**config.mk**
```make
export PLATFORM = sky130hd
export DESIGN_NAME = interp_transpose_buffer
export DESIGN_NICKNAME = d
export VERILOG_FILES = /design/src/rtl/interp_transpose_buffer_pkg.sv /design/src/rtl/interp_transpose_buffer_col_extract.sv /design/src/rtl/interp_transpose_buffer.sv
export SDC_FILE = /design/constraint.sdc
export NUM_CORES = 2
export LEC_CHECK = 0
export BUFFER_PORTS_ARGS = -buffer_cell sky130_fd_sc_hd__buf_2
export CAP_MARGIN = 20
export CORE_ASPECT_RATIO = 2
export CORE_MARGIN = 4
export CORE_UTILIZATION = 53
export CTS_CLUSTER_SIZE = 14
export DETAILED_ROUTE_END_ITERATION = 8
export PLACE_DENSITY = 0.75
export SLEW_MARGIN = 20
export SYNTH_ARGS = -nofsm -noshare
export SYNTH_HDL_FRONTEND = slang
export SYNTH_SLANG_ARGS = --single-unit
```
**constraint.sdc**
```tcl
create_clock -name clk -period 56.7 [get_ports clk]
set_clock_uncertainty 0.15 [all_clocks]
set_input_delay 5.67 -clock clk [delete_from_list [all_inputs] [get_ports clk]]
set_output_delay 5.67 -clock clk [all_outputs]
set_load 0.005 [all_outputs]
```
**src/rtl/interp_transpose_buffer_pkg.sv**
```systemverilog
// Shared constants and types for the separable interpolation datapath.
package interp_transpose_buffer_pkg;

    localparam int N        = 11;
    localparam int SAMPLE_W = 9;
    localparam int W        = N * SAMPLE_W;
    localparam int CNT_W    = $clog2(N);

    typedef enum logic {
        FILL  = 1'b0,
        DRAIN = 1'b1
    } state_t;

    typedef logic [CNT_W-1:0] cnt_t;

    // Whole block as mem[row][col] of raw sample bits.
    typedef logic [N-1:0][N-1:0][SAMPLE_W-1:0] block_t;

    // True when a row or column counter sits on the last index of the block.
    function automatic logic is_last(input cnt_t c);
        return c == cnt_t'(N - 1);
    endfunction

endpackage

```
**src/rtl/interp_transpose_buffer_col_extract.sv**
```systemverilog
// Picks one column out of the stored block and packs it with row 0 in the LSBs.
module interp_col_extract
    import interp_transpose_buffer_pkg::*;
(
    input  logic              [CNT_W-1:0] col_idx,
    input  block_t                        mem,
    output logic signed       [W-1:0]     col
);

    // Gather sample [r][col_idx] of every row; an out-of-range index yields zero.
    always_comb begin
        col = '0;
        if (col_idx < cnt_t'(N)) begin
            for (int r = 0; r < N; r++) begin
                col[r*SAMPLE_W +: SAMPLE_W] = mem[r][col_idx];
            end
        end
    end

endmodule

```
**src/rtl/interp_transpose_buffer.sv**
```systemverilog
// Single-bank row-to-column transpose buffer: fills N lines, then replays N columns.
module interp_transpose_buffer
    import interp_transpose_buffer_pkg::*;
(
    input  logic                 clk,
    input  logic                 rst,
    input  logic signed [W-1:0]  line_in,
    input  logic                 line_valid,
    output logic                 line_ready,
    output logic signed [W-1:0]  col_out,
    output logic                 col_valid,
    input  logic                 col_ready,
    output logic                 block_done
);

    state_t state;
    cnt_t   row_cnt;
    cnt_t   col_cnt;
    block_t mem;
    logic   line_fire;
    logic   col_fire;

    assign line_fire = line_valid & line_ready;
    assign col_fire  = col_valid & col_ready;

    // Store an accepted line into the row selected by row_cnt.
    always_ff @(posedge clk or posedge rst) begin
        if (rst) begin
            mem <= '0;
        end else if (line_fire) begin
            mem[row_cnt] <= line_in;
        end
    end

    // Fill/drain sequencer with registered handshake outputs and done pulse.
    always_ff @(posedge clk or posedge rst) begin
        if (rst) begin
            state      <= FILL;
            row_cnt    <= '0;
            col_cnt    <= '0;
            line_ready <= 1'b0;
            col_valid  <= 1'b0;
            block_done <= 1'b0;
        end else begin
            block_done <= 1'b0;
            case (state)
                FILL: begin
                    line_ready <= 1'b1;
                    if (line_fire) begin
                        if (is_last(row_cnt)) begin
                            row_cnt    <= '0;
                            state      <= DRAIN;
                            line_ready <= 1'b0;
                            col_valid  <= 1'b1;
                        end else begin
                            row_cnt <= row_cnt + cnt_t'(1);
                        end
                    end
                end
                DRAIN: begin
                    if (col_fire) begin
                        if (is_last(col_cnt)) begin
                            col_cnt    <= '0;
                            state      <= FILL;
                            col_valid  <= 1'b0;
                            line_ready <= 1'b1;
                            block_done <= 1'b1;
                        end else begin
                            col_cnt <= col_cnt + cnt_t'(1);
                        end
                    end
                end
                default: begin
                    state <= FILL;
                end
            endcase
        end
    end

    interp_col_extract u_col_extract (
        .col_idx (col_cnt),
        .mem     (mem),
        .col     (col_out)
    );

endmodule
```
==> summary.md <==
| Metric | Value |
|---|---|
| Status | complete, no violations |
| Die span in x | about 220 um |
| Placer Congestion | ~0.9 |
| Area of the die | roughly 100000 sq um |
| Post-Syn Area | around 50000 sq um |
| GRT Residual Overflow | 0 |
| Pre-CTS setup slack | ~45 ns |
| CTS Sinks | between 1k and 1.5k |
| Final Hold Viols | 0 |
| Final setup viols | 0 |
| DRC | 0 |
| VDD IR-drop max | around 0.027 mV |
| Reg2Reg Setup Slack | ~53 ns |
| Initial DRC count | 2462 |
| Total clock buffers created by CTS | 95 |
| Final min period | 12.57 ns |
| Post-Synthesis Cells | between 3k and 4k |
| Area growth, synth to finish | 9.19% |
| Port bufs | around 200 |
| CP max-delay cell | dfrtp_4 |
| Max-slew headroom | 0.242 |
| CTS root buffer | clkbuf_16 |
| Yosys warning total | 0 |
| Layout Cells excl Fill | just under 5k |
| Seq/Total Area, Yosys | 0.556 |
| CP required | just over 50 ns |
| Routed Antenna Nets | 0 |
| Post-DR vias/cell | ~6.5 |
| DR WL/cell | ~31 um |
| Worst Tran Pin Value | around 1.1 ns |
| Core Footprint | approximately 93000 sq um |
| Setup ws final | 44.13 ns |
| # resized after CTS | 0 |
| Seq cells post-synth | 1101 |
| CTS tree | done |
| Storage cell area | about 28000 sq um |
| H-tree Lvls | 3 |
| Max_cap viols | 0 |
| First-pass GRT wire length | ~220000 um |
| Starting Density | 0.535 |
| Slew Viols, Final | 0 |
| Initial antenna violation count | 36 |
| GR Util All Layers | 0.308 |
| Final instance area | about 54000 sq um |
| Vias in the first global route | roughly 33k |
| Max Clk Rate | 79.6 MHz |
| Power Dens Cells | between 20 and 30 nW/um^2 |
| WS Path Type | reg2out |
| Crit-path leading delay family | buffers and inverters |
| Row cnt | 158 |
| Startpoint class of the critical path | flip-flop |
| Worst EP arrival | just under 7 ns |
| IO Count | approximately 200 |
| Nets@finish | approximately 3.7k |
| Detailed Route WL | around 150000 um |
| Hpwl dp | around 100000 um |
| Worst hold path type | reg2reg |
| Largest net degree at the start of global routing | approximately 180 |
| Die Y | 441 um |
| Filler cells | between 7k and 8k |
| Leakage power | a little under 30 nW |
| Multi-input gate area | 20600 sq um |
| Critical Path End Type | output pin |
| Unique masters post-synth | 38 |
| Pre-antenna DRT Iters | 8 |
| Placed Area | between 50000 and 60000 sq um |
| Crit share post-route | 0.222 |
| Placed Cells | around 4.7k |
| CP max stage delay | 0.94 ns |
| Number of buffer and inverter stages on the critical path | 6 |
| Syn Area/Cell | ~14 sq um |
| Clock-pin slew on the worst setup and hold paths | 0.07 ns |
| Worst-path maximum fanout | roughly 100 |
| Post-Syn Nets | between 3k and 4k |
| RSZ-0062 raised after global routing | false |
| Post-cts hold buffer count | 0 |
| Layout cells sized above 1 | 0.441 |
| Crit path top cell by count | buf_4 |
| Worst-skew pair later-pin latency | roughly 0.7 ns |
| Via count | 31.5k |
| Max clock buf depth | 3 |
| Setup total negative slack | 0 ns |
| CP cell instances | buf_4 -> buf_4 -> buf_12 -> buf_4 -> buf_4 -> mux2i_1 -> nor2_1 -> a21oi_1 -> o21ai_0 -> buf_2 |
| Setup Buffers After CTS | 0 |
==> synth_stat cells (all sizes together) <==
library cell / instances / area share
dfrtp: 1101 / 0.56
mux2: 1092 / 0.25
nand2: 309 / 0.023
mux2i: 221 / 0.045
clkbuf: 186 / 0.014
buf: 161 / 0.016
o21ai: 128 / 0.013
a221oi: 99 / 0.017
mux4: 99 / 0.045
a22oi: 76 / 0.012
nor2: 35 / 0.0028
a21oi: 28 / 0.0028
inv: 5 / 0.00038
nor2b: 5 / 0.00063
nand2b: 4 / 0.00050
nand3: 4 / 0.00050
nor3: 4 / 0.00083
xnor2: 3 / 0.00053
nand4: 2 / 0.00038
nand4b: 2 / 0.00048
or3: 2 / 0.00025
a311oi: 1 / 0.00018
and2: 1 / 0.00013
nor3b: 1 / 0.00015
nor4: 1 / 0.00043
nor4bb: 1 / 0.00020
o31ai: 1 / 0.00015
==> worst reg2reg max path: cells and delay by family, from the launching register on <==
| family | cells | cell delay, ns |
|---|---|---|
| muxes | 1 | 0.46 |
| buffers and inverters | 1 | 0.70 |
| and+or+nand+nor | 3 | 1.37 |
| DFF | 1 | 0.54 |
==> through the flow <==
stage | hold slack, ns | util | power (mW)
6_report | 0.328 | 0.584 | 1.47
4_1_cts | 0.327 | 0.584 | 1.47
3_3_place_gp | 0.303 | 0.552 | 0.842
5_1_grt | 0.349 | 0.584 | 1.51
3_5_place_dp | 0.312 | 0.552 | 0.842
2_1_floorplan | 0.290 | - | 0.821
==> flip-flops by register name, summed over array words and instances, names as in the netlist <==
signal / count
mem: 1089
col_cnt: 4
row_cnt: 4
block_done: 1
col_valid: 1
line_ready: 1
state: 1
==> cell families after synthesis <==
kind of cell | Yosys count | synth area share
mux | 1412 | 0.337
flops | 1101 | 0.556
buf+inv | 352 | 0.0307
xor+xnor | 3 | 0.000530
compound gates | 333 | 0.0451
simple gates | 371 | 0.0307
==> final cells by class <==
type | count | area share
Antenna cell | 14 | 0.000647
Clock buffer | 129 | 0.0493
Clock inverter | 22 | 0.00446
Inverter | 5 | 0.000508
Multi-Input combinational cell | 2119 | 0.381
Sequential cell | 1101 | 0.509
Tap cell | 1200 | 0.0277
Timing Repair Buffer | 259 | 0.0275
==> power breakdown <==
group	internal, mW	switching (mW)
sequential	0.785	0
combinational	0.00393	0.0381
clock	0.342	0.296
total	1.13	0.334
==> final timing paths <==
kind	startpoint	endpoint	cells after the start
worst max-delay path	col_cnt[0]$_DFFE_PP0P_	col_out[83]	10
worst min-delay path	mem[994]$_DFFE_PP0P_	mem[994]$_DFFE_PP0P_	2
worst max register to register	line_ready$_DFFE_PP0P_	mem[151]$_DFFE_PP0P_	5
worst min register to register	mem[994]$_DFFE_PP0P_	mem[994]$_DFFE_PP0P_	2
max in group asynchronous	rst	mem[113]$_DFFE_PP0P_	7
min in group asynchronous	rst	mem[775]$_DFFE_PP0P_	2
==> placed cells by master (no fill, tap or decap), types with 2 or more instances in the layout <==
master / instances
nor2_4: 4
clkinv_2: 14
a21oi_1: 28
nand2b_4: 2
mux2i_1: 221
inv_16: 3
clkbuf_16: 97
bufinv_16: 3
mux2_2: 1088
mux2_1: 4
inv_1: 3
a221oi_1: 99
o21ai_0: 128
nor3_4: 3
buf_2: 204
nand3_1: 3
nand2b_1: 2
nor2b_1: 3
nor2_1: 31
clkbuf_1: 20
inv_6: 3
clkbuf_8: 12
nand2_1: 307
diode_2: 14
buf_12: 4
mux4_2: 99
xnor2_1: 3
dfrtp_1: 1098
buf_4: 50
a22oi_1: 76
dfrtp_4: 3
==> layer usage <==
layer,routed length [um],part of all wire,vias to the layer above,GRT usage
li1,-,-,12900,-
met4,11200,0.073,16,0.189
met1,56700,0.37,16900,0.381
met5,101,0.00066,-,0
met2,73100,0.48,1348,0.496
met3,11200,0.074,431,0.0683
Note: power is estimated with default switching activity, not from simulation.
